--- config.mk ---
export PLATFORM = sky130hd
export DESIGN_NAME = change_dispenser
export DESIGN_NICKNAME = d
export VERILOG_FILES = /design/src/rtl/change_dispenser.sv
export SDC_FILE = /design/constraint.sdc
export NUM_CORES = 1
export LEC_CHECK = 0
export ABC_AREA = 1
export CORE_ASPECT_RATIO = 1.1
export CORE_UTILIZATION = 48
export DETAILED_ROUTE_END_ITERATION = 16
export PLACE_DENSITY = 0.7
export SYNTH_ARGS = -nofsm -noshare
export SYNTH_HDL_FRONTEND = slang
export SYNTH_SLANG_ARGS = --single-unit
--- constraint.sdc ---
create_clock -name clk -period 2.66 [get_ports clk]
set_clock_uncertainty 0.1 [all_clocks]
set_input_delay 0.798 -clock clk [delete_from_list [all_inputs] [get_ports clk]]
set_output_delay 0.798 -clock clk [all_outputs]
set_load 0.1 [all_outputs]
--- src/rtl/change_dispenser.sv ---
// Coin change dispenser: greedy selection over 10/5/2/1 Rs ejectors with
// per-denomination inventory, fixed-width eject pulses and inter-coin gaps.
module change_dispenser #(
  parameter int PULSE_CYCLES = 10,
  parameter int GAP_CYCLES   = 4,
  parameter int INV_INIT     = 8
) (
  input  logic       clk,
  input  logic       rst,
  input  logic       req,
  input  logic [3:0] amount,
  input  logic       refill,
  output logic       ready,
  output logic       eject_01,
  output logic       eject_02,
  output logic       eject_05,
  output logic       eject_10,
  output logic       done,
  output logic       fault,
  output logic [3:0] shortfall,
  output logic [3:0] inv_empty,
  output logic [2:0] state_dbg
);

  // Handshake: req/amount and refill are taken on a rising edge only when
  // ready=1 (IDLE); anything presented while ready=0 is dropped, not queued.

  typedef enum logic [2:0] {
    S_IDLE   = 3'd0,
    S_SELECT = 3'd1,
    S_PULSE  = 3'd2,
    S_GAP    = 3'd3,
    S_DONE   = 3'd4
  } state_t;

  localparam logic [3:0] PULSE_LAST = 4'(PULSE_CYCLES - 1);
  localparam logic [3:0] GAP_LAST   = 4'(GAP_CYCLES - 1);
  localparam logic [3:0] INV_LOAD   = 4'(INV_INIT);

  state_t     state;
  logic [3:0] remaining;
  logic [3:0] cnt;
  logic [1:0] sel;
  logic [3:0] ejects;
  logic [3:0] inv_01, inv_02, inv_05, inv_10;

  logic       pick_valid;
  logic [1:0] pick_idx;

  // Coin index encoding: 0=1 Rs, 1=2 Rs, 2=5 Rs, 3=10 Rs.
  function automatic logic [3:0] coin_value(input logic [1:0] idx);
    case (idx)
      2'd0:    coin_value = 4'd1;
      2'd1:    coin_value = 4'd2;
      2'd2:    coin_value = 4'd5;
      default: coin_value = 4'd10;
    endcase
  endfunction

  // Greedy pick: largest stocked denomination not exceeding the remainder.
  always_comb begin
    pick_valid = 1'b0;
    pick_idx   = 2'd0;
    if (remaining >= 4'd10 && inv_10 != 4'd0) begin
      pick_valid = 1'b1;
      pick_idx   = 2'd3;
    end else if (remaining >= 4'd5 && inv_05 != 4'd0) begin
      pick_valid = 1'b1;
      pick_idx   = 2'd2;
    end else if (remaining >= 4'd2 && inv_02 != 4'd0) begin
      pick_valid = 1'b1;
      pick_idx   = 2'd1;
    end else if (remaining >= 4'd1 && inv_01 != 4'd0) begin
      pick_valid = 1'b1;
      pick_idx   = 2'd0;
    end
  end

  always_ff @(posedge clk) begin
    if (rst) begin
      state     <= S_IDLE;
      ready     <= 1'b1;
      remaining <= 4'd0;
      cnt       <= 4'd0;
      sel       <= 2'd0;
      ejects    <= 4'd0;
      done      <= 1'b0;
      fault     <= 1'b0;
      shortfall <= 4'd0;
      inv_01    <= INV_LOAD;
      inv_02    <= INV_LOAD;
      inv_05    <= INV_LOAD;
      inv_10    <= INV_LOAD;
    end else begin
      case (state)
        S_IDLE: begin
          if (refill) begin
            inv_01 <= INV_LOAD;
            inv_02 <= INV_LOAD;
            inv_05 <= INV_LOAD;
            inv_10 <= INV_LOAD;
          end
          if (req) begin
            remaining <= amount;
            ready     <= 1'b0;
            state     <= S_SELECT;
          end
        end
        S_SELECT: begin
          if (remaining == 4'd0) begin
            done      <= 1'b1;
            fault     <= 1'b0;
            shortfall <= 4'd0;
            state     <= S_DONE;
          end else if (pick_valid) begin
            sel    <= pick_idx;
            ejects <= 4'b0001 << pick_idx;
            cnt    <= 4'd0;
            state  <= S_PULSE;
          end else begin
            done      <= 1'b1;
            fault     <= 1'b1;
            shortfall <= remaining;
            state     <= S_DONE;
          end
        end
        S_PULSE: begin
          if (cnt == PULSE_LAST) begin
            // Coin is only counted as paid once its pulse has fully completed.
            ejects    <= 4'd0;
            cnt       <= 4'd0;
            remaining <= remaining - coin_value(sel);
            case (sel)
              2'd0:    inv_01 <= inv_01 - 4'd1;
              2'd1:    inv_02 <= inv_02 - 4'd1;
              2'd2:    inv_05 <= inv_05 - 4'd1;
              default: inv_10 <= inv_10 - 4'd1;
            endcase
            state <= S_GAP;
          end else begin
            cnt <= cnt + 4'd1;
          end
        end
        S_GAP: begin
          if (cnt == GAP_LAST) begin
            cnt   <= 4'd0;
            state <= S_SELECT;
          end else begin
            cnt <= cnt + 4'd1;
          end
        end
        S_DONE: begin
          done  <= 1'b0;
          ready <= 1'b1;
          state <= S_IDLE;
        end
        default: begin
          ejects <= 4'd0;
          done   <= 1'b0;
          ready  <= 1'b1;
          state  <= S_IDLE;
        end
      endcase
    end
  end

  assign eject_01  = ejects[0];
  assign eject_02  = ejects[1];
  assign eject_05  = ejects[2];
  assign eject_10  = ejects[3];
  assign inv_empty = {inv_10 == 4'd0, inv_05 == 4'd0, inv_02 == 4'd0, inv_01 == 4'd0};
  assign state_dbg = state;

endmodule

==> results.toml, run 1 <==
[outcome]
outcome = "finished, final reports clean"

[yosys]
synthTopCellsByCount = "nand2_1 (65), dfxtp_1 (40), a21oi_1 (35), inv_1 (35), nor2_1 (24)"
synth_top_area_cell = "dfxtp_1"
syn_inst = 308
synth_top_family_by_area = "simple AND/OR/NAND/NOR gates"
synth_seq_cells = 40
synth_edf_count = 0
yosysWarningCount = 0
yosysSeqAreaShare_pct = 36.2
synth_most_common_cell = "nand2_1"
synthArstFlopShare_pct = 0
synth_cell_types = 30
synthSimpleGateAreaFrac_pct = 29.3
synthMuxAreaShare_pct = 0
synth-xor-area-share_pct = 4.35
synth.avg_cell_area_um2 = 7.19
ys.flop_type = "dfxtp_1"
synth_nets = 329
yosysTopAreaCellShare_pct = 36.2
netlist_area_um2 = 2210
synth_compound_area_share_pct = 14.5
synth.area.top_cells = "dfxtp_1 (36%), nand2_1 (11%), a21oi_1 (7.9%)"
synth_fa_ha_area_share_pct = 7.68

[route]
wl_per_cell_um = 12.2
vias_per_cell = 5.15
firstDrtPassIters = 4
drt_first_iter_violations = 128
drt.antenna.violating_nets = 0
vias = 2005
drt-total-wl_um = 4740
drc = 0

[clocking]
cts_root_buffer = "clkbuf_8"
path_clk_slew_ns = 0.07
hold_buffers = 0
cts_resized = 0
clock_latency_ns = 0.30
htreeDepth = 2
cts_tree = "done"
numCtsBuffers = 5
post_cts_buffers = 0
clkSinkCount = 40
clock_path_buffers = 2

[power_and_ir_drop]
vdd_drop_max_mv = 0.636
total_leakage_power_nw = 1.15
p_per_area_nw_per_um2 = 1250

[min_path]
min-delay-path-class = "flip-flop to flip-flop"

[sta]
timing.fmax_mhz = 441
fin_tns_setup_ns = 0
slew_headroom_pct = 71.9
setup_violations = 0
rsz0062_at_grt = "no"
min_period_ns = 2.27
tightest_slew_ns = 0.420
fin_crit_sh_pct = 85.2
final_hold_viol_count = 0
final_max_slew_viol_count = 0

[cells_and_area]
area_growth_pct = 17.3
final_cells = 389
drive_above_1_share_pct = 14.3
diodes = 0
finalNetCount = 356
nFillCells = 430

[floorplan]
die_h_um = 73.2
core_area_um2 = 4350
die_w_um = 66.8
start_util_pct = 50.9
dieArea_um2 = 4890
num_io_pins = 26
row_count = 25

[worst_setup_path]
worstPathArrival_ns = 1.37
crit_top_cell = "inv_1"
critical_path.max_fanout = 5
endpoint_kind = "primary output"
critPathSlowestCell = "dfxtp_1"
required_ns = 1.76
crit_family = "buffers and inverters"
path_cells = "inv_1 -> ha_1 -> nand3_1 -> inv_1 -> buf_12"
slowest_delay_ns = 0.31
start_kind = "flip-flop"
critical_path_class = "flip-flop to primary output"
path_buf_inv = 3

[global_route]
grt_use_total_pct = 22.9
overflow = 0
grt_max_degree = 26
grt_pass1_wl_um = 8310
antenna_found_initial = 0
grt_pass1_vias = 1854

[placement]
dp.final_hpwl_um = 3490
place_congestion = 0.862
io_buffers = 25
dpl.cell_count = 382

[job]
cap_violations = 0
[cell type report]
| type | instances | area (µm²) | share of cell area (%) |
|---|---|---|---|
| multi-input cells | 222 | 1240 | 47.6 |
| flip-flops and latches | 40 | 801 | 30.8 |
| repair buffers | 26 | 263 | 10.1 |
| inverters | 40 | 153 | 5.88 |
| clock buffers | 6 | 72.6 | 2.79 |
| well taps | 54 | 67.6 | 2.60 |
| clock inverters | 1 | 5.00 | 0.193 |
[routing by layer]
metal  vias up  share of wire [%]  GRT usage [%]
met3         5                3.7           5.16
met4         0                1.5           10.2
li1       1049                  -              -
met1       926                 48           27.8
met5         -                  0              0
met2        25                 47           38.2
[cells by family after synthesis]
kind of cell    Yosys count
compound gates           62
xor+xnor                 11
flops                    40
fa+ha+maj                13
buf+inv                  46
simple gates            136
[worst min-delay path, stage by stage (launching register included)]
cell,delay [ns]
dfxtp_1,0.31
inv_1,0.05
a21oi_1,0.05
[stage by stage]
stage	total power [mW]	util (%)	hold WS, ns	cell area, µm²	worst slack [ns]
floorplan	2.44	-	0.344	2210	0.486
global placement	2.83	58.0	0.341	2520	0.557
detailed placement	2.87	58.0	0.350	2520	0.487
CTS	3.25	59.7	0.361	2600	0.383
global route	3.52	59.7	0.385	2600	0.294
finish	3.24	59.7	0.356	2600	0.395
[where the power goes]
group,switching (mW),internal [mW]
combinational,1.36,0.597
clock,0.207,0.178
sequential,0.143,0.754
total,1.71,1.53
[final timing paths]
path / start / endpoint / slack (ns) / depth (start not counted)
max: inv_02[0]$_SDFFE_PP0P_ / inv_empty[1] / 0.39 / 5
min: fault$_SDFFE_PP0P_ / fault$_SDFFE_PP0P_ / 0.36 / 2
max reg2reg: state_dbg[0]$_SDFFE_PP0P_ / state_dbg[0]$_SDFFE_PP0P_ / 0.79 / 6
min reg2reg: fault$_SDFFE_PP0P_ / fault$_SDFFE_PP0P_ / 0.36 / 2
[state kept, by name, summed over array words and instances (netlist names)]
name and cells:
state_dbg 3, inv_01 4, remaining 4, done 1, inv_02 4, inv_05 4
shortfall 4, sel 2, inv_10 4, ready 1, cnt 4, ejects 4
fault 1
[cell usage in the layout, fill, tap and decap left out, drive strengths merged]
master	netlist	routed
nand2	76	76
dfxtp	40	40
inv	40	40
a21oi	35	35
nor2	28	28
o21ai	23	23
nand3	22	22
buf	2	19
ha	12	12
xor2	9	9
clkdlybuf4s50	0	7
clkbuf	4	6
nor3	5	5
or2	3	3
xnor2	2	2
nand4	1	1
o21a	1	1
a211o	1	1
and3	1	1
o211ai	1	1
a211oi	1	1
fa	1	1
clkinv	0	1
No activity file was read; power rests on OpenSTA's default activity.
==> inputs of run 2 (changes only) <==
Settings changed: CORE_ASPECT_RATIO 1.1 to 1.75, CORE_UTILIZATION 48 to 55, PLACE_DENSITY 0.7 to 0.79.
==> run 2 against run 1 <==
Wire length grew 3.6%. Setup slack lost 0.0031 ns. Cell area grew 0.87%. Flip-flop and latch count is the same. Core utilization grew 8.0 points.
==> results.toml, run 2 (synthesis results as in run 1) <==
[worst_setup_path]
worstReg2RegEnd = "ejects[0]$_SDFFE_PP0P_"
critical_path.max_fanout = 5
r2r-start = "inv_02[0]$_SDFFE_PP0P_"
critPathSlowestCell = "dfxtp_1"
critical_path_class = "flip-flop to primary output"
crit_end = "inv_empty[1]"
path_cells = "inv_1 -> ha_1 -> nand3_1 -> inv_1 -> buf_12"
startpoint = "inv_02[0]$_SDFFE_PP0P_"
crit_top_cell = "inv_1"
reg2reg_depth = 11
worstPathArrival_ns = 1.37
slowest_delay_ns = 0.32
r2r_slack_ns = 0.77
start_kind = "flip-flop"
endpoint_kind = "primary output"
required_ns = 1.76

[route]
drc = 0
wl_per_cell_um = 12.8
firstDrtPassIters = 4
vias = 2063
drt.antenna.violating_nets = 0
drt-total-wl_um = 4910
drt_first_iter_violations = 46
vias_per_cell = 5.37

[clocking]
post_cts_buffers = 0
clock_latency_ns = 0.29
numCtsBuffers = 5
cts_tree = "done"
hold_buffers = 0
cts_resized = 0
cts_root_buffer = "clkbuf_8"
clkSinkCount = 40
clock_path_buffers = 2
htreeDepth = 2
path_clk_slew_ns = 0.08

[power_and_ir_drop]
total_leakage_power_nw = 1.16
vdd_drop_max_mv = 0.757
p_total_mw = 3.36
p_per_area_nw_per_um2 = 1280

[floorplan]
die_h_um = 85.9
core_area_um2 = 3870
die_w_um = 50.0
num_io_pins = 26
start_util_pct = 57.3
row_count = 30
dieArea_um2 = 4290

[sta]
setup_violations = 0
fin_tns_setup_ns = 0
slew_headroom_pct = 70.6
final_max_slew_viol_count = 0
tightest_slew_ns = 0.437
min_period_ns = 2.27
rsz0062_at_grt = "no"
final_hold_viol_count = 0
fin_crit_sh_pct = 85.3
timing.fmax_mhz = 441

[global_route]
grt_pass1_wl_um = 8240
grt_max_degree = 26
grt_pass1_vias = 1943
antenna_found_initial = 0
overflow = 0
grt_use_total_pct = 25.0

[outcome]
outcome = "finished, final reports clean"

[min_path]
min-delay-path-class = "flip-flop to flip-flop"
worst_hold_path.num_cells = 2

[placement]
place_congestion = 0.820
io_buffers = 25
placed_area_um2 = 2510
dp.final_hpwl_um = 3630

[cells_and_area]
area_growth_pct = 18.3
finalNetCount = 356
multi_input_area_um2 = 1240
final_common_cell = "nand2_1"
final_area_um2 = 2620
diodes = 0
final_cell_mix = "nand2_1 (65), dfxtp_1 (40), inv_1 (35), a21oi_1 (35), nor2_1 (24)"
drive_above_1_share_pct = 14.6
area.sequential_um2 = 801
nFillCells = 351

[job]
cap_violations = 0
-- run 2: metrics by stage --
step	setup slack (ns)	utilization, %	hold WS [ns]	std cells
5_1_grt	0.315	67.8	0.378	384
2_1_floorplan	0.486	-	0.344	308
4_1_cts	0.384	67.8	0.366	384
3_3_place_gp	0.563	65.0	0.341	376
3_5_place_dp	0.501	65.0	0.354	376
6_report	0.392	67.8	0.361	384
-- run 2: layout make-up --
class / instances / share of cell area, %
sequential: 40 / 30.6
clock buffer: 6 / 2.77
tap: 48 / 2.29
inverter: 40 / 5.83
multi-input combinational: 222 / 47.2
timing repair buffer: 26 / 10.0
clock inverter: 2 / 1.34
-- run 2: power by group --
part	leakage [nW]	internal, mW	total, mW	switching, mW
Combinational	0.781	0.597	1.98	1.38
Clock	0.0552	0.279	0.492	0.213
Sequential	0.327	0.754	0.895	0.141
Total	1.16	1.63	3.36	1.73
-- run 2: worst min path at each step --
stage                                start                     end
floorplan           inv_05[0]$_SDFFE_PP0P_  inv_05[0]$_SDFFE_PP0P_
global route        inv_05[0]$_SDFFE_PP0P_  inv_05[0]$_SDFFE_PP0P_
detailed placement      fault$_SDFFE_PP0P_      fault$_SDFFE_PP0P_
finish                  fault$_SDFFE_PP0P_      fault$_SDFFE_PP0P_
global placement        fault$_SDFFE_PP0P_      fault$_SDFFE_PP0P_
CTS                     fault$_SDFFE_PP0P_      fault$_SDFFE_PP0P_
-- run 2: critical path, delay by kind of cell (launching register included) --
family / cells / cell delay, ns
DFF: 1 / 0.32
and+or+nand+nor: 1 / 0.14
adders and majority gates: 1 / 0.17
buffers and inverters: 3 / 0.44
-- run 2: metal layers --
metal | routed length (µm) | GRT usage, %
met5 | 0 | 0
met2 | 2740 | 47.1
met3 | 141 | 4.08
met4 | 120 | 14.3
met1 | 1910 | 24.9
==> inputs of run 3 (changes only) <==
Settings changed: CORE_MARGIN from default to 2.
==> run 3 against run 2 <==
Combinational power hardly changed. Critical path depth did not move. Via count decreased by 1.7%. Hold slack worse by 0.0030 ns. Core utilization fell by 0.29 points. Wire length shrank 0.14%. Fmax is 0.27% higher. Clock power fell by 9.6%. Flip-flop and latch count is the same. Sequential power barely moved. Largest power group unchanged.
==> results.toml, run 3 (synthesis results as in run 1) <==
[floorplan]
row_count = 30
dieArea_um2 = 4570
die_h_um = 87.9
core_area_um2 = 3870
start_util_pct = 57.3
num_io_pins = 26
die_w_um = 52.0

[worst_setup_path]
critical_path.max_fanout = 5
path_cells = "inv_1 -> ha_1 -> nand3_1 -> inv_1 -> buf_12"
worstPathArrival_ns = 1.36
slowest_delay_ns = 0.31
crit_top_cell = "inv_1"
crit_family = "buffers and inverters"
critPathSlowestCell = "dfxtp_1"
path_buf_inv = 3
critical_path_class = "flip-flop to primary output"
required_ns = 1.76
start_kind = "flip-flop"
endpoint_kind = "primary output"

[route]
firstDrtPassIters = 4
drt.antenna.violating_nets = 0
wl_per_cell_um = 12.8
drt_first_iter_violations = 44
vias_per_cell = 5.29
vias = 2027
drc = 0
drt-total-wl_um = 4910

[cells_and_area]
final_cells = 383
area_growth_pct = 17.8
final_cell_mix = "nand2_1 (65), dfxtp_1 (40), inv_1 (35), a21oi_1 (35), nor2_1 (24)"
final_area_um2 = 2610
drive_above_1_share_pct = 14.6
nFillCells = 346
finalNetCount = 356
diodes = 0
final_common_cell = "nand2_1"

[global_route]
grt_pass1_vias = 1900
grt_max_degree = 26
grt_pass1_wl_um = 8170
grt_use_total_pct = 24.0
antenna_found_initial = 0
overflow = 0

[placement]
dp.final_hpwl_um = 3690
place_congestion = 0.809
dpl.cell_count = 376
io_buffers = 25
placed_area_um2 = 2510

[clocking]
clock_path_buffers = 2
numCtsBuffers = 5
htreeDepth = 2
cts_tree = "done"
cts_root_buffer = "clkbuf_8"
hold_buffers = 0
path_clk_slew_ns = 0.07
clock_latency_ns = 0.30
cts_resized = 0
post_cts_buffers = 0
clkSinkCount = 40

[power_and_ir_drop]
vdd_drop_max_mv = 0.754
total_leakage_power_nw = 1.16
p_per_area_nw_per_um2 = 1270

[sta]
final_max_slew_viol_count = 0
rsz0062_at_grt = "no"
min_period_ns = 2.26
setup_violations = 0
fin_crit_sh_pct = 85.1
fin_tns_setup_ns = 0
slew_headroom_pct = 74.0
whs_ns = 0.358
final_hold_viol_count = 0
tightest_slew_ns = 0.386
timing.fmax_mhz = 442

[outcome]
outcome = "finished, final reports clean"

[job]
cap_violations = 0

[min_path]
min-delay-path-class = "flip-flop to flip-flop"
-- run 3: worst reg2reg max path, stage by stage, from the launching register on --
cell and delay (ns):
dfxtp_1 0.49, inv_1 0.13, nand2_2 0.28, nor2_1 0.10
a21oi_1 0.29, nand2_1 0.15, nor2_1 0.12, a21oi_1 0.07
-- run 3: path summary, 6_finish.rpt --
path / cells past startpoint / start / end / slack (ns)
setup / recovery: 5 / inv_02[0]$_SDFFE_PP0P_ / inv_empty[1] / 0.40
hold / removal: 2 / fault$_SDFFE_PP0P_ / fault$_SDFFE_PP0P_ / 0.36
setup reg to reg: 7 / state_dbg[0]$_SDFFE_PP0P_ / state_dbg[1]$_SDFFE_PP0P_ / 0.82
hold reg to reg: 2 / fault$_SDFFE_PP0P_ / fault$_SDFFE_PP0P_ / 0.36
-- run 3: per-stage QoR --
step	util, %	setup slack (ns)	power [mW]
global placement	65.0	0.555	2.82
floorplan	-	0.486	2.44
CTS	67.5	0.392	3.32
detailed placement	65.0	0.529	2.88
finish	67.5	0.398	3.32
global route	67.5	0.305	3.59
-- run 3: area by class of cell --
| class | instances | area [µm²] | area share (%) |
|---|---|---|---|
| clock buffers | 7 | 96.3 | 3.69 |
| inverters | 40 | 153 | 5.85 |
| multi-input cells | 222 | 1240 | 47.4 |
| flip-flops and latches | 40 | 801 | 30.7 |
| well taps | 48 | 60.1 | 2.30 |
| repair buffers | 26 | 263 | 10.1 |
-- run 3: per-layer routing --
metal	part of all wire, %	GRT usage, %	routed length (µm)	vias to the layer above
met5	0	0	0	-
met4	2.4	10.0	120	0
met3	2.6	4.95	128	12
met2	56	44.6	2750	34
met1	39	25.0	1900	940
li1	-	-	-	1041
-- run 3: power breakdown --
part	leakage (nW)	internal, mW	switching, mW
Clock	0.0503	0.231	0.214
Combinational	0.781	0.596	1.38
Sequential	0.327	0.754	0.142
Total	1.16	1.58	1.74
